**src/rtl/bt_pkg.sv**
```systemverilog
// Shared types and helpers for the Bluetooth command path.
// Contents: default header byte, parser FSM state type, command payload
// struct and the packet checksum function.
package bt_pkg;

  localparam logic [7:0] BT_HEADER_DEFAULT = 8'hA5;

  typedef enum logic [2:0] {
    ST_IDLE     = 3'd0,
    ST_GET_CODE = 3'd1,
    ST_GET_ARG  = 3'd2,
    ST_GET_CHK  = 3'd3,
    ST_DELIVER  = 3'd4
  } bt_state_t;

  typedef struct packed {
    logic [7:0] code;
    logic [7:0] arg;
  } bt_cmd_t;

  // Packet check byte: XOR of command and argument.
  function automatic logic [7:0] bt_chk(input logic [7:0] code, input logic [7:0] arg);
    return code ^ arg;
  endfunction

endpackage

```
**src/rtl/bt_edge_sync.sv**
```systemverilog
// Two-flop synchroniser for an asynchronous level flag plus rising-edge
// detector producing a registered one-cycle event.
// Ports:
//   clk_in     - destination clock
//   reset      - synchronous, active-high
//   async_flag - flag from another clock domain
//   byte_evt   - one-cycle pulse on each synchronised rising edge
module bt_edge_sync (
  input  logic clk_in,
  input  logic reset,
  input  logic async_flag,
  output logic byte_evt
);

  logic sync1;
  logic sync2;

  // byte_evt and sync2 both form the second stage behind sync1, so the
  // event lands in the same cycle the synchronised level rises.
  always_ff @(posedge clk_in) begin
    if (reset) begin
      sync1    <= 1'b0;
      sync2    <= 1'b0;
      byte_evt <= 1'b0;
    end else begin
      sync1    <= async_flag;
      sync2    <= sync1;
      byte_evt <= sync1 & ~sync2;
    end
  end

endmodule

```
**src/rtl/bt_cmd_parser.sv**
```systemverilog
// Frames bytes from the Bluetooth UART receiver into command packets
// (HEADER, CODE, ARG[, CHK]), validates them and offers one command at a
// time to the consumer over a valid/ready handshake.
// Build option: define BT_CHECKSUM_EN for 4-byte packets with a CHK byte
// (CODE ^ ARG); otherwise packets are 3 bytes and err_chk is tied low.
// Ports:
//   clk_in, reset          - system clock, synchronous active-high reset
//   rx_avail, rx_data      - receiver byte flag (async) and byte
//   cmd_ready              - consumer accepts the pending command
//   cmd_valid, cmd_code,
//   cmd_arg                - pending command
//   err_chk, err_timeout,
//   err_overrun            - one-cycle error pulses
module bt_cmd_parser
  import bt_pkg::*;
#(
  parameter logic [7:0]  HEADER         = BT_HEADER_DEFAULT,
  parameter int unsigned TIMEOUT_CYCLES = 500000
) (
  input  logic       clk_in,
  input  logic       reset,
  input  logic       rx_avail,
  input  logic [7:0] rx_data,
  input  logic       cmd_ready,
  output logic       cmd_valid,
  output logic [7:0] cmd_code,
  output logic [7:0] cmd_arg,
  output logic       err_chk,
  output logic       err_timeout,
  output logic       err_overrun
);

  localparam int unsigned     CNT_W    = $clog2(TIMEOUT_CYCLES + 1);
  localparam logic [CNT_W-1:0] CNT_MAX  = CNT_W'(TIMEOUT_CYCLES);
  localparam logic [CNT_W-1:0] CNT_LAST = CNT_W'(TIMEOUT_CYCLES - 1);

  logic             byte_evt;
  bt_state_t        state_q, state_n;
  logic [CNT_W-1:0] cnt_q, cnt_n;
  bt_cmd_t          pend_q, pend_n;
  bt_cmd_t          out_n;
  logic             valid_n;
  logic             err_to_n;
  logic             err_ov_n;
  logic             counting;
  logic             timeout_c;
`ifdef BT_CHECKSUM_EN
  logic             err_chk_n;
`endif

  bt_edge_sync u_sync (
    .clk_in     (clk_in),
    .reset      (reset),
    .async_flag (rx_avail),
    .byte_evt   (byte_evt)
  );

  assign counting  = (state_q == ST_GET_CODE) || (state_q == ST_GET_ARG) ||
                     (state_q == ST_GET_CHK);
  // Limit reached on this edge; a coincident byte event takes priority.
  assign timeout_c = counting && !byte_evt && (cnt_q == CNT_LAST);

  // Next-state, counter and output computation.
  always_comb begin
    state_n  = state_q;
    cnt_n    = cnt_q;
    pend_n   = pend_q;
    out_n    = {cmd_code, cmd_arg};
    valid_n  = cmd_valid & ~cmd_ready;
    err_to_n = 1'b0;
    err_ov_n = 1'b0;
`ifdef BT_CHECKSUM_EN
    err_chk_n = 1'b0;
`endif

    if (byte_evt || state_q == ST_IDLE) begin
      cnt_n = '0;
    end else if (counting && cnt_q != CNT_MAX) begin
      cnt_n = cnt_q + CNT_W'(1);
    end

    case (state_q)
      ST_IDLE: begin
        if (byte_evt && rx_data == HEADER) state_n = ST_GET_CODE;
      end
      ST_GET_CODE: begin
        if (byte_evt) begin
          pend_n.code = rx_data;
          state_n     = ST_GET_ARG;
        end else if (timeout_c) begin
          err_to_n = 1'b1;
          state_n  = ST_IDLE;
        end
      end
      ST_GET_ARG: begin
        if (byte_evt) begin
          pend_n.arg = rx_data;
`ifdef BT_CHECKSUM_EN
          state_n    = ST_GET_CHK;
`else
          state_n    = ST_DELIVER;
`endif
        end else if (timeout_c) begin
          err_to_n = 1'b1;
          state_n  = ST_IDLE;
        end
      end
`ifdef BT_CHECKSUM_EN
      ST_GET_CHK: begin
        if (byte_evt) begin
          if (rx_data == bt_chk(pend_q.code, pend_q.arg)) begin
            state_n = ST_DELIVER;
          end else begin
            err_chk_n = 1'b1;
            state_n   = ST_IDLE;
          end
        end else if (timeout_c) begin
          err_to_n = 1'b1;
          state_n  = ST_IDLE;
        end
      end
`endif
      ST_DELIVER: begin
        state_n = ST_IDLE;
        // A command still pending and not being taken this cycle wins.
        if (cmd_valid && !cmd_ready) begin
          err_ov_n = 1'b1;
        end else begin
          valid_n = 1'b1;
          out_n   = pend_q;
        end
      end
      default: state_n = ST_IDLE;
    endcase
  end

  // State, buffer and registered outputs.
  always_ff @(posedge clk_in) begin
    if (reset) begin
      state_q     <= ST_IDLE;
      cnt_q       <= '0;
      pend_q      <= '0;
      cmd_valid   <= 1'b0;
      cmd_code    <= 8'h00;
      cmd_arg     <= 8'h00;
      err_timeout <= 1'b0;
      err_overrun <= 1'b0;
`ifdef BT_CHECKSUM_EN
      err_chk     <= 1'b0;
`endif
    end else begin
      state_q     <= state_n;
      cnt_q       <= cnt_n;
      pend_q      <= pend_n;
      cmd_valid   <= valid_n;
      cmd_code    <= out_n.code;
      cmd_arg     <= out_n.arg;
      err_timeout <= err_to_n;
      err_overrun <= err_ov_n;
`ifdef BT_CHECKSUM_EN
      err_chk     <= err_chk_n;
`endif
    end
  end

`ifndef BT_CHECKSUM_EN
  assign err_chk = 1'b0;
`endif

endmodule

```
**config.mk**
```make
export PLATFORM = sky130hd
export DESIGN_NAME = bt_cmd_parser
export DESIGN_NICKNAME = d
export VERILOG_FILES = /design/src/rtl/bt_pkg.sv /design/src/rtl/bt_edge_sync.sv /design/src/rtl/bt_cmd_parser.sv
export SDC_FILE = /design/constraint.sdc
export NUM_CORES = 1
export LEC_CHECK = 0
export BUFFER_PORTS_ARGS = -buffer_cell sky130_fd_sc_hd__clkbuf_2
export CORE_MARGIN = 4
export CORE_UTILIZATION = 35
export CTS_BUF_LIST = sky130_fd_sc_hd__clkbuf_8
export DETAILED_ROUTE_END_ITERATION = 7
export SLEW_MARGIN = 20
export SYNTH_ARGS = -nofsm -noshare
export SYNTH_HDL_FRONTEND = slang
export SYNTH_HIERARCHICAL = 1
export SYNTH_SLANG_ARGS = --single-unit
```
**constraint.sdc**
```tcl
create_clock -name clk_in -period 1.65 [get_ports clk_in]
set_input_delay 0.165 -clock clk_in [delete_from_list [all_inputs] [get_ports clk_in]]
set_output_delay 0.165 -clock clk_in [all_outputs]
set_load 0.01 [all_outputs]
```
==> results of run 1 <==
==> placed cells by master, fill, tap and decap left out, types with 3 or more instances in the layout <==
cell / count
nand4_1: 5
dfxtp_2: 9
or3_1: 4
inv_1: 7
nand3_1: 6
nor4bb_1: 3
o21ai_0: 4
nand2_1: 32
nor2_1: 37
and3_1: 3
a21oi_1: 14
bufinv_16: 3
xnor2_1: 6
buf_4: 23
clkbuf_2: 30
mux2i_1: 28
clkbuf_8: 9
nor4_1: 4
nand2b_1: 4
dfxtp_1: 51
xor2_1: 3
or4_1: 4
nor3_1: 8
==> metrics by stage <==
step	util	std cells	worst slack, ns
floorplan	-	277	0.001072
global route	0.4592	426	-0.01556
finish	0.4592	426	0.05027
global placement	0.4195	410	0.07867
CTS	0.4556	426	0.02443
detailed placement	0.4195	410	0.05001
==> cells by family (layout without fill, tap and decap cells) <==
kind of cell / count (synthesis) / after routing / share of synthesized area
AO/OA/AOI/OAI: 27 / 27 / 0.06497
XOR/XNOR: 9 / 9 / 0.03149
flip-flops: 60 / 60 / 0.4798
buffers and inverters: 23 / 76 / 0.03848
other: 1 / 1 / 0.001498
AND/OR/NAND/NOR: 127 / 127 / 0.2619
adder cells (fa/ha/maj): 2 / 2 / 0.009993
multiplexers: 28 / 28 / 0.1119
==> area by class of cell <==
type / count / share of cell area
Multi-Input combinational cell: 194 / 0.3883
Sequential cell: 60 / 0.3844
Timing Repair Buffer: 53 / 0.1023
Clock buffer: 9 / 0.03927
Clock inverter: 7 / 0.03927
Tap cell: 96 / 0.03808
Inverter: 7 / 0.008330
==> path summary, 6_finish.rpt <==
check | end | slack, ns | cells past startpoint
hold / removal | u_sync/sync1 | 0.04 | 2
setup / recovery | cnt_q[18] | 0.05 | 4
setup reg to reg | cnt_q[18] | 0.05 | 4
hold reg to reg | u_sync/byte_evt | 0.41 | 1
==> worst register-to-register path: cells and delay by family, from the launching register on <==
kind / cells / cell delay (ns)
simple gates: 3 / 1.08
compound gates: 1 / 0.11
flops: 1 / 0.35
==> state kept, by name, summed over array words and instances, names as in the netlist, 3 cells and up <==
register,count
state_q,3
cmd_code,8
pend_q,16
cmd_arg,8
cnt_q,19
==> where the power goes <==
part / switching, W / internal (W)
registers: 0.00000193 / 0.00145
clock network: 0.000616 / 0.00101
logic: 0.0000306 / 0.0000181
total: 0.000649 / 0.00248
==> metal layers <==
layer | global-route usage | up-vias | wire length, um
met2 | 0.2224 | 31 | 2537
met3 | 0.04387 | 7 | 246
met5 | 0 | - | 0
met1 | 0.1576 | 978 | 2420
met4 | 0.06312 | 0 | 87
li1 | - | 1051 | -
==> flow_summary.json, run 1 <==
{
  "status": "complete, no violations",
  "synth_top_area_frac": 0.4798,
  "gp_congestion": 0.7453,
  "cts_tree": "yes",
  "chipHeight_um": 92.58,
  "areaGrowthSynthToFinish_pct": 25.99,
  "relSlewSlack": 0.6084,
  "grt_first_pass_wirelength_um": 9197,
  "place_area_um2": 2882,
  "cts-htree-levels": 3,
  "grt_antenna_before_repair": 0,
  "holdCritStartpoint": "rx_avail",
  "critPathMaxFanout": 6,
  "finClkSkew_ns": 0.009541,
  "initial_core_util": 0.3645,
  "crit-reg2reg-launch": "cnt_q[6]",
  "synth_area_um2": 2504,
  "p_leak_nw": 1.262,
  "dp_hpwl_um": 3792,
  "yosys_warnings": 6,
  "hold_ws_ns": 0.03628,
  "io_buffers": 30,
  "first_iter_violations": 37,
  "drv_cap": 0,
  "rsz0062_at_grt": "true",
  "antenna_cells": 0,
  "grt_pass1_vias": 2046,
  "multiInputGateArea_um2": 1225,
  "synthArstFlopShare": 0,
  "drt_wl_total_um": 5290,
  "peakVddDrop_mv": 0.4192,
  "ys_seq_elements": 60,
  "hp-class": "in2reg",
  "path_clk_slew_ns": 0.07,
  "fin_nets": 339,
  "cts-buffers-inserted": 9,
  "regArea_um2": 1212,
  "syn-num-nets": 291,
  "post-cts-setup-buffers": 0,
  "synth_cells": 277,
  "drc_errors": 0,
  "clock_tree.buffer_depth": 2,
  "total_power_w": 0.003129,
  "vias": 2067,
  "synth_largest_area_cell": "dfxtp_1",
  "cts_sinks": 60,
  "ios": 32,
  "grt_start_max_net_pins": 40,
  "worst_path_max_delay_cell": "or4_4",
  "path_cells": "nand4_4 > or4_4 > or3_4 > a21oi_2",
  "root_buffer": "clkbuf_8",
  "arrival_ns": 1.88,
  "clock_latency_ns": 0.34,
  "overflow": 0,
  "fp-row-count": 30,
  "core_area_um2": 6869,
  "synth.avg_cell_area_um2": 9.038,
  "hold_viol": 0,
  "period_share": 0.9695,
  "grt_use_total": 0.1347,
  "min_period_ns": 1.600,
  "critPathRequiredTime_ns": 1.93,
  "netlist_top_cells_count": "dfxtp_1 (60), nor2_1 (37), nand2_1 (32)",
  "drive_above_1_share": 0.2727,
  "synthTopCellsByArea": "dfxtp_1 (48%), mux2i_1 (11%), nor2_1 (5.5%)",
  "path_class": "reg2reg",
  "max_freq_mhz": 625.1,
  "power_density_nw_per_um2": 992.1,
  "drv_slew": 0,
  "first_pass_iters": 4,
  "die_w_um": 92.58,
  "crit_family": "simple AND/OR/NAND/NOR gates",
  "synth_most_common_cell": "dfxtp_1",
  "critPathMaxStageDelay_ns": 0.58,
  "path_buf_inv": 0,
  "setup_viol": 0,
  "cts.repair.resized": 0,
  "synth_ff_type": "dfxtp_1",
  "ys_seq_area_frac": 0.4798,
  "detail-route-antenna-nets": 0,
  "wl_per_cell_um": 12.42,
  "worst_pin_slew_ns": 0.5842,
  "crit_start": "cnt_q[6]",
  "totalNegativeSetupSlack_ns": 0,
  "dieArea_um2": 8570,
  "hold_buffers": 0,
  "synth_edf_count": 0,
  "cp-end-kind": "flop",
  "synth_cell_type_count": 41,
  "design_area_um2": 3154,
  "vias_per_cell": 4.852,
  "fillers": 678,
  "startpoint_type": "flop"
}
Power figures use the tool's default switching activity.
==> inputs of run 2 (changes only) <==
--- a/config.mk
+++ b/config.mk
@@ -5,12 +5,12 @@
 export SDC_FILE = /design/constraint.sdc
 export NUM_CORES = 1
 export LEC_CHECK = 0
+export ABC_AREA = 1
 export BUFFER_PORTS_ARGS = -buffer_cell sky130_fd_sc_hd__clkbuf_2
 export CORE_MARGIN = 4
 export CORE_UTILIZATION = 35
 export CTS_BUF_LIST = sky130_fd_sc_hd__clkbuf_8
 export DETAILED_ROUTE_END_ITERATION = 7
-export SLEW_MARGIN = 20
 export SYNTH_ARGS = -nofsm -noshare
 export SYNTH_HDL_FRONTEND = slang
 export SYNTH_HIERARCHICAL = 1
==> constraint.sdc (replaced) <==
create_clock -name clk_in -period 1.65 [get_ports clk_in]
set_input_delay 0.495 -clock clk_in [delete_from_list [all_inputs] [get_ports clk_in]]
set_output_delay 0.495 -clock clk_in [all_outputs]
set_load 0.01 [all_outputs]
==> flow_summary.json, run 2 <==
{
  "r2r_cells": 8,
  "synth_top_area_frac": 0.4288,
  "critPathMaxFanout": 17,
  "max_freq_mhz": 652.4,
  "dieArea_um2": 9499,
  "largest_reg_flops": 19,
  "arrival_ns": 1.80,
  "regArea_um2": 1202,
  "rsz0062_at_grt": "false",
  "power_density_nw_per_um2": 847.7,
  "antenna_cells": 0,
  "drv_cap": 0,
  "first_iter_violations": 134,
  "cts_tree": "yes",
  "fillers": 821,
  "detail-route-antenna-nets": 0,
  "die_w_um": 97.47,
  "netlist_top_cells_count": "nand2_1 (94), dfxtp_1 (60), nor2_1 (49)",
  "io_buffers": 30,
  "path_class": "reg2reg",
  "mostFrequentLayoutCell": "nand2_1",
  "chipHeight_um": 97.47,
  "areaGrowthSynthToFinish_pct": 19.34,
  "hold_ws_ns": 0.3507,
  "grt_use_total": 0.1357,
  "drc_errors": 0,
  "clock_tree.buffer_depth": 2,
  "synthTopCellsByArea": "dfxtp_1 (43%), nand2_1 (13%), nor2_1 (6.6%)",
  "core_area_um2": 7767,
  "vias_per_cell": 4.636,
  "cts_sinks": 60,
  "root_buffer": "clkbuf_8",
  "status": "complete, no violations",
  "synthArstFlopShare": 0,
  "drv_slew": 0,
  "min_period_ns": 1.533,
  "overflow": 0,
  "hp-class": "in2reg",
  "p_leak_nw": 1.211,
  "startpoint_type": "flop",
  "synth_most_common_cell": "nand2_1",
  "synth_ff_type": "dfxtp_1",
  "peakVddDrop_mv": 0.3528,
  "period_share": 0.9290,
  "multiInputGateArea_um2": 1395,
  "drt_wl_total_um": 6279,
  "synth_edf_count": 0,
  "hold_viol": 0,
  "wl_per_cell_um": 11.67,
  "design_area_um2": 3343,
  "ys_seq_elements": 60,
  "drive_above_1_share": 0.2248,
  "setup_viol": 0,
  "clock_latency_ns": 0.34,
  "finClkSkew_ns": 0.01088,
  "totalNegativeSetupSlack_ns": 0,
  "grt_pass1_vias": 2305,
  "synth.avg_cell_area_um2": 7.258,
  "grt_start_max_net_pins": 19,
  "holdCritStartpoint": "rx_avail",
  "first_pass_iters": 4,
  "grt_antenna_before_repair": 0,
  "cts-htree-levels": 3,
  "synth_cell_type_count": 32,
  "fp-row-count": 32,
  "synth_largest_area_cell": "dfxtp_1",
  "top_regs": "cnt_q: 19 flops, pend_q: 16 flops",
  "crit_start": "cnt_q[0]",
  "ys_seq_area_frac": 0.4288,
  "vias": 2494,
  "place_area_um2": 3134,
  "grt_first_pass_wirelength_um": 10620,
  "min_path_cells": 3,
  "utilization": 0.4304,
  "critPathRequiredTime_ns": 1.91,
  "path_clk_slew_ns": 0.08,
  "synth_area_um2": 2801,
  "crit-reg2reg-launch": "cnt_q[0]",
  "cts-buffers-inserted": 9,
  "place_inst": 522,
  "ios": 32,
  "cp-end-kind": "flop",
  "regMostFlops": "cnt_q",
  "gp_congestion": 0.8456,
  "post-cts-setup-buffers": 0,
  "initial_core_util": 0.3607,
  "mostFrequentLayoutCells": "nand2_1 (94), dfxtp_1 (59), nor2_1 (48), a21oi_1 (36), nand3_1 (31)",
  "synth_cells": 386,
  "stdcell_count": 538,
  "yosys_warnings": 6,
  "syn-num-nets": 400,
  "dp_hpwl_um": 4618,
  "fin_nets": 445
}
## run 2: cell types whose count changed after synthesis, moves of 6 or more
cell      before  now
nor2_1        37   49
o21ai_0        4   17
nand2_1       32   94
inv_1          7   27
nand3_1        7   32
a21oi_1       15   36
a21oi_2        0    9
clkbuf_1      10    4
mux2i_1       28    0
inv_2          0    9
## run 2: power breakdown
group / leakage (nW) / total [W] / switching [W] / internal, W
clock network: 0.0958 / 0.00133 / 0.000622 / 0.000704
registers: 0.484 / 0.00145 / 0.00000289 / 0.00145
logic: 0.631 / 0.0000550 / 0.0000342 / 0.0000208
## run 2: path summary, 6_finish.rpt
path / slack [ns] / endpoint
worst max register to register: 0.12 / cnt_q[7]
worst min-delay path: 0.35 / u_sync/sync1
worst min register to register: 0.40 / u_sync/byte_evt
worst max-delay path: 0.12 / cnt_q[7]
## run 2: final cells by class
type                    count  area share
multi-input cells         278      0.4173
flip-flops and latches     60      0.3597
repair buffers             46     0.08458
inverters                  36     0.04042
well taps                 102     0.03817
clock buffers               9     0.03705
clock inverters             7     0.02283
## run 2: layer usage
metal | part of all wire | track usage | vias up
met5 | 0 | 0 | -
met4 | 0.013 | 0.05644 | 0
met3 | 0.051 | 0.03805 | 7
met2 | 0.42 | 0.1940 | 45
met1 | 0.52 | 0.1909 | 1109
li1 | - | - | 1333
## run 2: logic make-up (layout without fill, tap and decap cells)
kind of cell / count (synthesis) / in the layout / share of synthesized area
buffers and inverters: 48 / 98 / 0.07592
adder cells (fa/ha/maj): 2 / 2 / 0.008931
flip-flops: 60 / 60 / 0.4288
AO/OA/AOI/OAI: 66 / 66 / 0.1340
XOR/XNOR: 11 / 11 / 0.03439
other: 1 / 1 / 0.001339
AND/OR/NAND/NOR: 198 / 198 / 0.3167
## run 2: worst max-delay path, cell delays in order, from the launching register on
cell      delay [ns]
dfxtp_2         0.35
inv_1           0.10
ha_1            0.15
nand3_1         0.10
nor2_1          0.20
nand3b_4        0.12
nand2_4         0.20
nand2_1         0.09
a21oi_2         0.13
## run 2: timing repair
| item | 4_1_cts | 5_1_grt |
|---|---|---|
| hold buffers | 0 | 0 |
| endpoints found under the setup margin | 0 | 12 |
| resized for setup | 0 | 3 |
## run 2: through the flow
| stage | total power, W | setup slack (ns) |
|---|---|---|
| 2_1_floorplan | 0.001510 | 0.2223 |
| 5_1_grt | 0.002935 | 0.005693 |
| 6_report | 0.002834 | 0.1171 |
| 4_1_cts | 0.002865 | 0.02485 |
| 3_3_place_gp | 0.001543 | 0.06983 |
| 3_5_place_dp | 0.001542 | 0.04301 |
==> inputs of run 3 (changes only) <==
--- a/config.mk
+++ b/config.mk
@@ -9,8 +9,8 @@
 export BUFFER_PORTS_ARGS = -buffer_cell sky130_fd_sc_hd__clkbuf_2
 export CORE_MARGIN = 4
 export CORE_UTILIZATION = 35
-export CTS_BUF_LIST = sky130_fd_sc_hd__clkbuf_8
 export DETAILED_ROUTE_END_ITERATION = 7
+export PLACE_DENSITY_LB_ADDON = 0.12
 export SYNTH_ARGS = -nofsm -noshare
 export SYNTH_HDL_FRONTEND = slang
 export SYNTH_HIERARCHICAL = 1
==> flow_summary.json, run 3 (synthesis gave the netlist of run 2 again) <==
{
  "finClkSkew_ns": 0.006560,
  "regMostFlops": "cnt_q",
  "cts-htree-levels": 3,
  "path_clk_slew_ns": 0.07,
  "cts_sinks": 60,
  "fp-row-count": 32,
  "hp-class": "in2reg",
  "overflow": 0,
  "cts.repair.resized": 0,
  "vias": 2545,
  "pre_cts_ws_ns": 0.1154,
  "cts-buffers-inserted": 9,
  "min_path_cells": 3,
  "drv_cap": 0,
  "grt_antenna_before_repair": 0,
  "largest_reg_flops": 19,
  "r2r_cells": 7,
  "root_buffer": "clkbuf_8",
  "first_pass_iters": 4,
  "antenna_cells": 0,
  "detail-route-antenna-nets": 0,
  "top_regs": "cnt_q: 19 flops, pend_q: 16 flops",
  "peakVddDrop_mv": 0.4106,
  "place_inst": 524,
  "internal-power_w": 0.002329,
  "comb_power_share": 0.018,
  "stdcell_count": 540,
  "use_met2": 0.2109,
  "rsz0062_at_grt": "false",
  "clock_tree.buffer_depth": 2,
  "grt_use_total": 0.1463,
  "initial_core_util": 0.3607,
  "drive_above_1_share": 0.2260,
  "io_buffers": 30,
  "clock_power_share": 0.498,
  "max_freq_mhz": 671.4,
  "p_leak_nw": 1.233,
  "post-cts-setup-buffers": 0,
  "grt_first_pass_wirelength_um": 11440,
  "areaGrowthSynthToFinish_pct": 20.32,
  "critPathRequiredTime_ns": 1.87,
  "fin_ws_ns": 0.1606,
  "path_class": "reg2reg",
  "use_met3": 0.03805,
  "utilization": 0.4340,
  "min_period_ns": 1.489,
  "dp_hpwl_um": 4987,
  "core_area_um2": 7767,
  "mostFrequentLayoutCells": "nand2_1 (94), dfxtp_1 (58), nor2_1 (49), a21oi_1 (36), nand3_1 (32)",
  "totalNegativeSetupSlack_ns": 0,
  "regArea_um2": 1204,
  "chipHeight_um": 97.47,
  "clock_latency_ns": 0.35,
  "arrival_ns": 1.71,
  "critPathMaxFanout": 4,
  "die_w_um": 97.47,
  "power_switching_w": 0.0006764,
  "fin_nets": 447,
  "cts_tree": "yes",
  "hold_ws_ns": 0.3322,
  "power_density_nw_per_um2": 891.7,
  "setup_viol": 0,
  "ios": 32,
  "hold_buffers": 0,
  "mostFrequentLayoutCell": "nand2_1",
  "dieArea_um2": 9499,
  "grt-busiest-layer": "met2",
  "swShare": 0.2250,
  "cp-end-kind": "flop",
  "grt_util_met1": 0.2094,
  "period_share": 0.9027,
  "drv_slew": 0,
  "gp_congestion": 0.8473,
  "drt_wl_total_um": 6656,
  "status": "complete, no violations",
  "first_iter_violations": 91,
  "hold_viol": 0,
  "p_seq_frac": 0.483,
  "r2r_slack_ns": 0.16,
  "multiInputGateArea_um2": 1396,
  "grt_start_max_net_pins": 18,
  "grt_pass1_vias": 2402,
  "drc_errors": 0,
  "wl_per_cell_um": 12.33,
  "fillers": 837,
  "vias_per_cell": 4.713,
  "startpoint_type": "flop"
}
run 3: changes by cell type in the layout (fill, tap and decap cells not counted), sizes merged:
cell      change
clkinv        -1
bufinv        +1
clkinvlp      -1
buf           +2
inv           +1
run 3: cell type report:
type	instances	share of cell area
Multi-Input combinational cell	278	0.4143
Clock inverter	7	0.02932
Timing Repair Buffer	48	0.08463
Inverter	36	0.04009
Clock buffer	9	0.03675
Tap cell	102	0.03786
Sequential cell	60	0.3571
run 3: worst paths after layout:
| check | from | to |
|---|---|---|
| worst min-delay path | rx_avail | u_sync/sync1 |
| worst max register to register | cnt_q[1] | cnt_q[14] |
| worst max-delay path | cnt_q[1] | cnt_q[14] |
| worst min register to register | u_sync/sync2 | u_sync/byte_evt |
run 3: per-stage QoR:
step | cell area [um2] | power (W)
CTS | 3359 | 0.003043
floorplan | 2801 | 0.001510
detailed placement | 3137 | 0.001541
global placement | 3137 | 0.001542
finish | 3371 | 0.003006
global route | 3371 | 0.003123
run 3: critical path, stage by stage (launching register included):
cell	delay (ns)
dfxtp_1	0.38
ha_1	0.20
nand3_1	0.16
nor2_1	0.24
nand3_1	0.12
xor2_1	0.16
nand2_1	0.05
a21oi_1	0.05
run 3: power groups by stage:
stage                     logic (W)  clock network [W]  registers (W)
final                     0.0000542            0.00150        0.00145
after global routing      0.0000610            0.00161        0.00145
after CTS                 0.0000548            0.00154        0.00145
after detailed placement  0.0000545                  0        0.00149
after global placement    0.0000548                  0        0.00149
after floorplan           0.0000236                  0        0.00149
run 3: layer usage:
layer | share of wire | vias to the layer above
met4 | 0.014 | 0
met3 | 0.046 | 11
met1 | 0.52 | 1156
met5 | 0 | -
met2 | 0.42 | 44
li1 | - | 1334
